<file path="config.mk">
export PLATFORM = sky130hd
export DESIGN_NAME = ctr_block_packer_flat
export DESIGN_NICKNAME = d
export VERILOG_FILES = /design/src/rtl/aes_pkg.sv /design/src/rtl/ctr_block_packer_if.sv /design/src/rtl/ctr_block_packer_block_fifo.sv /design/src/rtl/ctr_block_packer.sv /design/src/flat_wrapper.sv
export SDC_FILE = /design/constraint.sdc
export NUM_CORES = 1
export LEC_CHECK = 0
export CAP_MARGIN = 10
export CORE_AREA = 2 2 344 346
export CTS_BUF_LIST = sky130_fd_sc_hd__clkbuf_2
export DETAILED_ROUTE_END_ITERATION = 10
export DIE_AREA = 0 0 346 348
export GPL_ROUTABILITY_DRIVEN = 1
export PLACE_DENSITY = 0.76
export SKIP_LAST_GASP = 1
export SLEW_MARGIN = 20
export SYNTH_ARGS = -nofsm -noshare
export SYNTH_HDL_FRONTEND = slang
export SYNTH_SLANG_ARGS = --single-unit
</file>
<file path="constraint.sdc">
create_clock -name clk -period 11.2 [get_ports clk]
set_input_delay 3.36 -clock clk [delete_from_list [all_inputs] [get_ports clk]]
set_output_delay 3.36 -clock clk [all_outputs]
set_load 0.005 [all_outputs]
</file>
<file path="src/rtl/aes_pkg.sv">
// ---------------------------------------------------------------------------
// aes_pkg
//   Shared types for the AES plaintext packing path.
//   AES_BLOCK_W  : native AES block width
//   block_t      : one AES block
//   fifo_entry_t : one buffered block {plaintext, counter block, last, nbytes}
//   packer_state_t : packer control states
// ---------------------------------------------------------------------------
package aes_pkg;

   localparam int AES_BLOCK_W = 128;
   localparam int AES_NB_W    = $clog2(AES_BLOCK_W/8) + 1;

   typedef logic [AES_BLOCK_W-1:0] block_t;

   typedef struct packed {
      block_t                data;
      block_t                ctr;
      logic                  last;
      logic [AES_NB_W-1:0]   nbytes;
   } fifo_entry_t;

   typedef enum logic [1:0] {
      NO_NONCE   = 2'd0,
      ACCEPT     = 2'd1,
      FLUSH_WAIT = 2'd2
   } packer_state_t;

endpackage

</file>
<file path="src/rtl/ctr_block_packer_if.sv">
// ---------------------------------------------------------------------------
// ctr_block_packer_if
//   Bundles the packer's control, word-input and block-output signals.
//   master : the side driving words/control and consuming blocks
//   slave  : the packer itself
//   Control : clear, nonce_in, nonce_load, flush
//   Word in : word_in, word_valid, word_ready
//   Block out: blk_data, blk_ctr, blk_last, blk_nbytes, blk_valid, blk_ready
//   Status  : count, overflow_err
// ---------------------------------------------------------------------------
interface ctr_block_packer_if #(
   parameter int WORD_W  = 32,
   parameter int BLOCK_W = 128,
   parameter int DEPTH   = 4
);
   localparam int NB_W  = $clog2(BLOCK_W/8) + 1;
   localparam int CNT_W = $clog2(DEPTH+1);

   logic                clear;
   logic [BLOCK_W-1:0]  nonce_in;
   logic                nonce_load;
   logic [WORD_W-1:0]   word_in;
   logic                word_valid;
   logic                word_ready;
   logic                flush;
   logic [BLOCK_W-1:0]  blk_data;
   logic [BLOCK_W-1:0]  blk_ctr;
   logic                blk_last;
   logic [NB_W-1:0]     blk_nbytes;
   logic                blk_valid;
   logic                blk_ready;
   logic [CNT_W-1:0]    count;
   logic                overflow_err;

   modport master (
      output clear, nonce_in, nonce_load, word_in, word_valid, flush, blk_ready,
      input  word_ready, blk_data, blk_ctr, blk_last, blk_nbytes, blk_valid,
             count, overflow_err
   );

   modport slave (
      input  clear, nonce_in, nonce_load, word_in, word_valid, flush, blk_ready,
      output word_ready, blk_data, blk_ctr, blk_last, blk_nbytes, blk_valid,
             count, overflow_err
   );
endinterface

</file>
<file path="src/rtl/ctr_block_packer_block_fifo.sv">
// ---------------------------------------------------------------------------
// block_fifo
//   First-word-fall-through FIFO with wrap-around pointers (any DEPTH >= 2).
//   clk, nRst : clock, async active-low reset
//   i_clear   : synchronous empty, wins over push/pop
//   i_push/i_wdata : write (ignored when full)
//   i_pop     : consume head (ignored when empty)
//   o_rdata   : head entry, zero while empty
//   o_valid   : not empty
//   o_count   : occupied entries
// ---------------------------------------------------------------------------
module block_fifo #(
   parameter int WIDTH = 8,
   parameter int DEPTH = 4
) (
   input  logic                       clk,
   input  logic                       nRst,
   input  logic                       i_clear,
   input  logic                       i_push,
   input  logic [WIDTH-1:0]           i_wdata,
   input  logic                       i_pop,
   output logic [WIDTH-1:0]           o_rdata,
   output logic                       o_valid,
   output logic [$clog2(DEPTH+1)-1:0] o_count
);
   localparam int PTR_W = $clog2(DEPTH);
   localparam int CNT_W = $clog2(DEPTH+1);
   localparam logic [CNT_W-1:0] DEPTH_C = CNT_W'(DEPTH);

   logic [WIDTH-1:0] r_mem [DEPTH];
   logic [PTR_W-1:0] r_wptr, r_rptr;
   logic [CNT_W-1:0] r_count;
   logic             w_push, w_pop;

   function automatic logic [PTR_W-1:0] ptr_inc(input logic [PTR_W-1:0] p);
      return (p == PTR_W'(DEPTH-1)) ? '0 : p + PTR_W'(1);
   endfunction

   assign w_push = i_push && (r_count != DEPTH_C);
   assign w_pop  = i_pop  && (r_count != '0);

   always_ff @(posedge clk or negedge nRst) begin
      if (!nRst) begin
         r_wptr  <= '0;
         r_rptr  <= '0;
         r_count <= '0;
      end else if (i_clear) begin
         r_wptr  <= '0;
         r_rptr  <= '0;
         r_count <= '0;
      end else begin
         if (w_push) r_wptr <= ptr_inc(r_wptr);
         if (w_pop)  r_rptr <= ptr_inc(r_rptr);
         case ({w_push, w_pop})
            2'b10:   r_count <= r_count + CNT_W'(1);
            2'b01:   r_count <= r_count - CNT_W'(1);
            default: r_count <= r_count;
         endcase
      end
   end

   // Storage needs no reset: the head is masked while empty.
   always_ff @(posedge clk) begin
      if (w_push && !i_clear) r_mem[r_wptr] <= i_wdata;
   end

   assign o_valid = (r_count != '0);
   assign o_rdata = o_valid ? r_mem[r_rptr] : '0;
   assign o_count = r_count;
endmodule

</file>
<file path="src/rtl/ctr_block_packer.sv">
// ---------------------------------------------------------------------------
// ctr_block_packer
//   Packs WORD_W plaintext words into BLOCK_W blocks (first word in MSBs),
//   tags each block with its CTR-mode counter block and buffers it in a
//   DEPTH-entry FWFT FIFO. A flush closes a partial block, zero-padded,
//   with last=1 and its valid byte count.
//   clk, nRst : clock, async active-low reset
//   bus       : ctr_block_packer_if slave (control, words in, blocks out,
//               count, sticky overflow_err)
// ---------------------------------------------------------------------------
module ctr_block_packer
   import aes_pkg::*;
#(
   parameter int WORD_W  = 32,
   parameter int BLOCK_W = AES_BLOCK_W,
   parameter int DEPTH   = 4,
   parameter int CTR_W   = 32
) (
   input  logic         clk,
   input  logic         nRst,
   ctr_block_packer_if.slave bus
);
   localparam int BLOCK_WORDS = BLOCK_W / WORD_W;
   localparam int WIDX_W      = (BLOCK_WORDS > 1) ? $clog2(BLOCK_WORDS) : 1;
   localparam int NB_W        = $clog2(BLOCK_W/8) + 1;
   localparam int CNT_W       = $clog2(DEPTH+1);
   localparam int ENT_W       = 2*BLOCK_W + 1 + NB_W;
   localparam logic [WIDX_W-1:0] LAST_IDX = WIDX_W'(BLOCK_WORDS-1);
   localparam logic [NB_W-1:0]   FULL_NB  = NB_W'(BLOCK_W/8);
   localparam logic [CNT_W-1:0]  DEPTH_C  = CNT_W'(DEPTH);

   packer_state_t       r_state, w_state_nxt;
   logic [WIDX_W-1:0]   r_widx, w_widx_acc;
   logic [BLOCK_W-1:0]  r_buf, r_ctr, w_blk;
   logic                r_ovf;
   logic [CNT_W-1:0]    w_count;
   logic                w_space, w_ready, w_accept, w_complete;
   logic                w_flush_req, w_push, w_last;
   logic [NB_W-1:0]     w_nbytes;
   logic [ENT_W-1:0]    w_wr_ent, w_rd_ent;
   logic                w_rd_valid;

   // ---------------- FSM: state register ----------------
   always_ff @(posedge clk or negedge nRst) begin
      if (!nRst) r_state <= NO_NONCE;
      else       r_state <= w_state_nxt;
   end

   // ---------------- FSM: next state ----------------
   // A nonce load wins over parking a flush; that flush is then dropped.
   always_comb begin
      w_state_nxt = r_state;
      if (bus.clear)
         w_state_nxt = NO_NONCE;
      else if (bus.nonce_load)
         w_state_nxt = ACCEPT;
      else begin
         case (r_state)
            ACCEPT:     if (w_flush_req && !w_space) w_state_nxt = FLUSH_WAIT;
            FLUSH_WAIT: if (w_space)                 w_state_nxt = ACCEPT;
            default:    w_state_nxt = r_state;
         endcase
      end
   end

   // ---------------- FSM: outputs / push control ----------------
   // Everything here looks at the registered count only, so blk_ready
   // never reaches word_ready or push combinationally.
   always_comb begin
      w_space     = (w_count < DEPTH_C);
      w_ready     = (r_state == ACCEPT) && ((r_widx != LAST_IDX) || w_space);
      w_accept    = bus.word_valid && w_ready;
      w_complete  = w_accept && (r_widx == LAST_IDX);
      // Only meaningful for partial blocks (w_complete low).
      w_widx_acc  = r_widx + WIDX_W'(w_accept);
      w_flush_req = ((r_state == ACCEPT) && bus.flush && !w_complete && (w_widx_acc != '0))
                 || (r_state == FLUSH_WAIT);
      w_push      = !bus.clear && (w_complete || (w_flush_req && w_space));
      w_last      = w_complete ? bus.flush : 1'b1;
      w_nbytes    = w_complete ? FULL_NB : NB_W'(w_widx_acc) * NB_W'(WORD_W/8);
   end

   // Block under construction: a fresh block starts from zero so the
   // unwritten tail of a flushed block is zero padding.
   always_comb begin
      w_blk = (r_widx == '0) ? '0 : r_buf;
      if (w_accept) begin
         for (int k = 0; k < BLOCK_WORDS; k++) begin
            if (r_widx == WIDX_W'(k)) w_blk[BLOCK_W-1-k*WORD_W -: WORD_W] = bus.word_in;
         end
      end
   end

   // ---------------- datapath registers ----------------
   always_ff @(posedge clk or negedge nRst) begin
      if (!nRst) begin
         r_widx <= '0;
         r_buf  <= '0;
         r_ctr  <= '0;
         r_ovf  <= 1'b0;
      end else if (bus.clear) begin
         r_widx <= '0;
         r_ovf  <= 1'b0;
      end else begin
         if (w_push)        r_widx <= '0;
         else if (w_accept) r_widx <= r_widx + WIDX_W'(1);
         if (w_accept) r_buf <= w_blk;
         // A same-cycle push already captured the old counter.
         if (bus.nonce_load) r_ctr <= bus.nonce_in;
         else if (w_push)    r_ctr[CTR_W-1:0] <= r_ctr[CTR_W-1:0] + CTR_W'(1);
         if (bus.word_valid && !w_ready) r_ovf <= 1'b1;
      end
   end

   assign w_wr_ent = {w_blk, r_ctr, w_last, w_nbytes};

   block_fifo #(.WIDTH(ENT_W), .DEPTH(DEPTH)) u_fifo (
      .clk     (clk),
      .nRst    (nRst),
      .i_clear (bus.clear),
      .i_push  (w_push),
      .i_wdata (w_wr_ent),
      .i_pop   (bus.blk_ready),
      .o_rdata (w_rd_ent),
      .o_valid (w_rd_valid),
      .o_count (w_count)
   );

   assign bus.word_ready   = w_ready;
   assign bus.blk_valid    = w_rd_valid;
   assign bus.blk_data     = w_rd_ent[ENT_W-1 -: BLOCK_W];
   assign bus.blk_ctr      = w_rd_ent[NB_W+BLOCK_W -: BLOCK_W];
   assign bus.blk_last     = w_rd_ent[NB_W];
   assign bus.blk_nbytes   = w_rd_ent[NB_W-1:0];
   assign bus.count        = w_count;
   assign bus.overflow_err = r_ovf;
endmodule

</file>
<file path="src/flat_wrapper.sv">
// flat-port wrapper written by rule: the top's interface ports become plain ports
module ctr_block_packer_flat import aes_pkg::*;
#(
   parameter int WORD_W  = 32,
   parameter int BLOCK_W = AES_BLOCK_W,
   parameter int DEPTH   = 4,
   parameter int CTR_W   = 32
)
  (clk, nRst, bus_clear, bus_nonce_in, bus_nonce_load, bus_word_in, bus_word_valid, bus_flush, bus_blk_ready, bus_word_ready, bus_blk_data, bus_blk_ctr, bus_blk_last, bus_blk_nbytes, bus_blk_valid, bus_count, bus_overflow_err);
  ctr_block_packer_if #(.WORD_W(WORD_W), .BLOCK_W(BLOCK_W), .DEPTH(DEPTH)) bus_i ();
  input  logic clk;
  input  logic nRst;
  input wire logic [$bits(bus_i.clear)-1:0] bus_clear;
  input wire logic [$bits(bus_i.nonce_in)-1:0] bus_nonce_in;
  input wire logic [$bits(bus_i.nonce_load)-1:0] bus_nonce_load;
  input wire logic [$bits(bus_i.word_in)-1:0] bus_word_in;
  input wire logic [$bits(bus_i.word_valid)-1:0] bus_word_valid;
  input wire logic [$bits(bus_i.flush)-1:0] bus_flush;
  input wire logic [$bits(bus_i.blk_ready)-1:0] bus_blk_ready;
  output wire logic [$bits(bus_i.word_ready)-1:0] bus_word_ready;
  output wire logic [$bits(bus_i.blk_data)-1:0] bus_blk_data;
  output wire logic [$bits(bus_i.blk_ctr)-1:0] bus_blk_ctr;
  output wire logic [$bits(bus_i.blk_last)-1:0] bus_blk_last;
  output wire logic [$bits(bus_i.blk_nbytes)-1:0] bus_blk_nbytes;
  output wire logic [$bits(bus_i.blk_valid)-1:0] bus_blk_valid;
  output wire logic [$bits(bus_i.count)-1:0] bus_count;
  output wire logic [$bits(bus_i.overflow_err)-1:0] bus_overflow_err;
  assign bus_i.clear = bus_clear;
  assign bus_i.nonce_in = bus_nonce_in;
  assign bus_i.nonce_load = bus_nonce_load;
  assign bus_i.word_in = bus_word_in;
  assign bus_i.word_valid = bus_word_valid;
  assign bus_i.flush = bus_flush;
  assign bus_i.blk_ready = bus_blk_ready;
  assign bus_word_ready = bus_i.word_ready;
  assign bus_blk_data = bus_i.blk_data;
  assign bus_blk_ctr = bus_i.blk_ctr;
  assign bus_blk_last = bus_i.blk_last;
  assign bus_blk_nbytes = bus_i.blk_nbytes;
  assign bus_blk_valid = bus_i.blk_valid;
  assign bus_count = bus_i.count;
  assign bus_overflow_err = bus_i.overflow_err;
  ctr_block_packer #(.WORD_W(WORD_W), .BLOCK_W(BLOCK_W), .DEPTH(DEPTH), .CTR_W(CTR_W)) u_core (.clk(clk), .nRst(nRst), .bus(bus_i));
endmodule
</file>
==> results.sh <==
export IMPL_path_cells="buf_12, buf_16, mux4_2, and2_1, clkdlybuf4s50_1"
export IMPL_clk_pin_slew_ns=0.09
export IMPL_final_hold_viol_count=0
export IMPL_rsz0062_at_grt="no"
export IMPL_ys_flop_type="edfxtp_1"
export IMPL_cpMaxStageDelayCell="dfrtp_4"
export IMPL_grt_pass1_wl_microns=185000
export IMPL_yosys_register_bits=1308
export IMPL_yosysMostFrequentCell="edfxtp_1"
export IMPL_clock_sinks=1308
export IMPL_synthTopCellsByArea="edfxtp_1 (60%), dfrtp_1 (13%), mux4_2 (11%), and2_1 (3.2%), mux2_2 (2.8%)"
export IMPL_netlist_area_sq_um=52200
export IMPL_rrSetupSlack_ns=6.25
export IMPL_cts_buffers=325
export IMPL_dieHeight_microns=348
export IMPL_min_delay_path_class="flop to flop"
export IMPL_slew_viol_final=0
export IMPL_preCtsSetupSlack_ns=3.42
export IMPL_yosys_area_top_type="edfxtp_1"
export IMPL_first_pass_iters=5
export IMPL_ant_nets=0
export IMPL_async_reset_ff_share_pct=20.5
export IMPL_drt_iter0_drc=2684
export IMPL_power_leakage_nw=20.6
export IMPL_max_cap_violations=0
export IMPL_crit_fanout=84
export IMPL_cts_tree="built"
export IMPL_end_kind="primary output"
export IMPL_worst_pin_slew_ns=1.11
export IMPL_drc=0
export IMPL_reg2reg_depth=11
export IMPL_synth_top_cell_area_share_pct=59.9
export IMPL_power_density_nw_per_um2=191
export IMPL_reg2reg_from="u_core.u_fifo.o_count[2]"
export IMPL_synth_edff_count=1040
export IMPL_htree_num_levels=5
export IMPL_dpl_hpwl_microns=72500
export IMPL_regToRegEndpoint="u_core.u_fifo.r_mem[2][138]"
export IMPL_ys_types=61
export IMPL_hold_buffers=0
export IMPL_arrival_ns=4.95
export IMPL_worstPathRequired_ns=7.84
export IMPL_syn_avg_cell_area_sq_um=17.7
export IMPL_hp_start="u_core.r_ctr[119]"
export IMPL_critPathKind="flop to primary output"
export IMPL_grt_pass1_vias=29600
export IMPL_grt_use_total_pct=20.5
export IMPL_post_cts_setup_buffers=0
export IMPL_fin_ws_ns=2.89
export IMPL_num_fill_cells=9344
export IMPL_cpPeakStageDelay_ns=1.07
export IMPL_gp_congestion=0.796
export IMPL_wl_per_cell_microns=23.3
export IMPL_setup_viol=0
export IMPL_grt_ovfl_total=0
export IMPL_yosysWarnings=0
export IMPL_setup_tns_ns=0
export IMPL_clockBufferDepth=4
export IMPL_whs_path_depth=0
export IMPL_coreArea_sq_um=117000
export IMPL_initial_utilization_pct=44.6
export IMPL_drive_above_1_share_pct=25.2
export IMPL_vias=29100
export IMPL_num_io_pins=435
export IMPL_power_mw=11.7
export IMPL_slew_headroom_pct=25.6
export IMPL_seq_area_frac_synth_pct=72.7
export IMPL_syn_inst=2948
export IMPL_yosys_top_cells_count="edfxtp_1 (1040), dfrtp_1 (268), and2_1 (264)"
export IMPL_peakVddDrop_uv=142
export IMPL_clock_latency_ns=1.52
export IMPL_cts_root_buf="clkbuf_2"
export IMPL_port_buffers=432
export IMPL_num_rows=126
export IMPL_cts_resized=0
export IMPL_antenna_found_initial=8
export IMPL_finalCriticalPeriod_ns=8.31
export IMPL_start_kind="flop"
export IMPL_skew_ns=0.155
export IMPL_vias_per_cell=5.43
export IMPL_fin_nets=3739
export IMPL_die_width_microns=346
export IMPL_status="finished clean"
export IMPL_area_delta_synth_final_pct=17.3
export IMPL_fmax_mhz=120
export IMPL_whs_endpoint="u_core.u_fifo.r_mem[1][125]"
export IMPL_drt_total_wl_microns=125000
export IMPL_dieArea_sq_um=120000
export IMPL_finalCritPeriodShare_pct=74.2
export IMPL_grt_max_degree=138
-- layout make-up --
type / count / area (sq um) / share of cell area, %
Sequential cell: 1308 / 37900 / 62.0
Multi-Input combinational cell: 1406 / 13400 / 21.8
Timing Repair Buffer: 468 / 4790 / 7.84
Clock buffer: 480 / 2400 / 3.93
Tap cell: 1536 / 1920 / 3.14
Clock inverter: 93 / 528 / 0.863
Inverter: 49 / 184 / 0.301
Antenna cell: 11 / 27.5 / 0.0450
-- stage by stage --
stage / utilization [%] / instance area [sq um] / hold WS [ns] / std cells
final: 52.3 / 61200 / 0.397 / 5351
after global routing: 52.3 / 61100 / 0.445 / 5343
after CTS: 52.2 / 61100 / 0.414 / 5338
after detailed placement: 49.7 / 58100 / 0.482 / 4765
after global placement: 49.7 / 58100 / 0.483 / 4765
after floorplan: - / 52200 / 0.467 / 2949
-- worst max-delay path by stage --
stage                                  end  slack [ns]                     from  cells after the start
6_report                  bus_blk_data[21]        2.89  u_core.u_fifo.r_rptr[0]                      5
5_1_grt                   bus_blk_data[18]        2.43  u_core.u_fifo.r_rptr[0]                      5
4_1_cts                  bus_blk_nbytes[4]        2.64  u_core.u_fifo.r_rptr[0]                      4
3_5_place_dp   u_core.u_fifo.r_mem[2][217]        3.42           bus_word_valid                     11
3_3_place_gp   u_core.u_fifo.r_mem[2][229]        3.42           bus_word_valid                     11
2_1_floorplan  u_core.u_fifo.r_mem[3][100]        2.73           bus_word_valid                      7
-- cell usage in the layout, fill, tap and decap left out, drive strengths merged, types with 4 or more instances in the layout --
| master | instances |
|---|---|
| edfxtp | 1040 |
| clkbuf | 480 |
| clkdlybuf4s50 | 430 |
| dfrtp | 268 |
| and2 | 264 |
| mux4 | 260 |
| nand2 | 182 |
| o21ai | 173 |
| mux2 | 130 |
| nand2b | 102 |
| clkinv | 82 |
| a22o | 64 |
| inv | 54 |
| a21oi | 41 |
| buf | 38 |
| o22ai | 36 |
| nor2 | 31 |
| ha | 13 |
| diode | 11 |
| nor3 | 11 |
| nor4 | 10 |
| nand3 | 9 |
| o31ai | 7 |
| a22oi | 7 |
| nand4 | 7 |
| mux2i | 6 |
| bufinv | 6 |
| or3 | 6 |
| and3 | 5 |
| a31oi | 4 |
| a32oi | 4 |
| o2bb2ai | 4 |
| nor2b | 4 |
| or4 | 4 |
-- registers in the layout (all words and copies together), names as in the netlist, 2 cells and up --
| register | cells |
|---|---|
| u_core.r_widx | 2 |
| u_core.r_buf | 128 |
| u_core.u_fifo.r_wptr | 2 |
| u_core.u_fifo.r_mem | 1040 |
| u_core.u_fifo.o_count | 3 |
| u_core.r_state | 2 |
| u_core.r_ctr | 128 |
| u_core.u_fifo.r_rptr | 2 |
-- per-layer routing --
| metal | global-route usage (%) | up-vias | wire length, microns |
|---|---|---|---|
| met1 | 27.4 | 14900 | 51300 |
| met4 | 7.89 | 2 | 3730 |
| met5 | 0 | - | 13 |
| met3 | 4.86 | 189 | 9050 |
| li1 | - | 12800 | - |
| met2 | 33.0 | 1193 | 60600 |
-- where the power goes --
group | switching, mW | total [mW] | leakage, nW | internal [mW]
registers | 0.226 | 5.73 | 12.5 | 5.50
clock network | 1.83 | 3.11 | 2.26 | 1.28
logic | 1.32 | 2.86 | 5.88 | 1.54
total | 3.37 | 11.7 | 20.6 | 8.33
-- worst max-delay path: cells and delay by family, from the launching register on --
family,cells,cell delay (ns)
flip-flops,1,1.07
AND/OR/NAND/NOR,1,0.24
buffers and inverters,3,1.36
multiplexers,1,0.58
-- kinds of logic after synthesis --
kind of cell | after synthesis | synth area share (%)
flip-flops | 1308 | 72.7
AND/OR/NAND/NOR | 639 | 6.72
multiplexers | 396 | 14.1
AO/OA/AOI/OAI | 352 | 4.14
buffers and inverters | 235 | 1.84
adder cells (fa/ha/maj) | 14 | 0.350
XOR/XNOR | 3 | 0.0504
other | 1 | 0.00719
No activity file was read; power rests on OpenSTA's default activity.
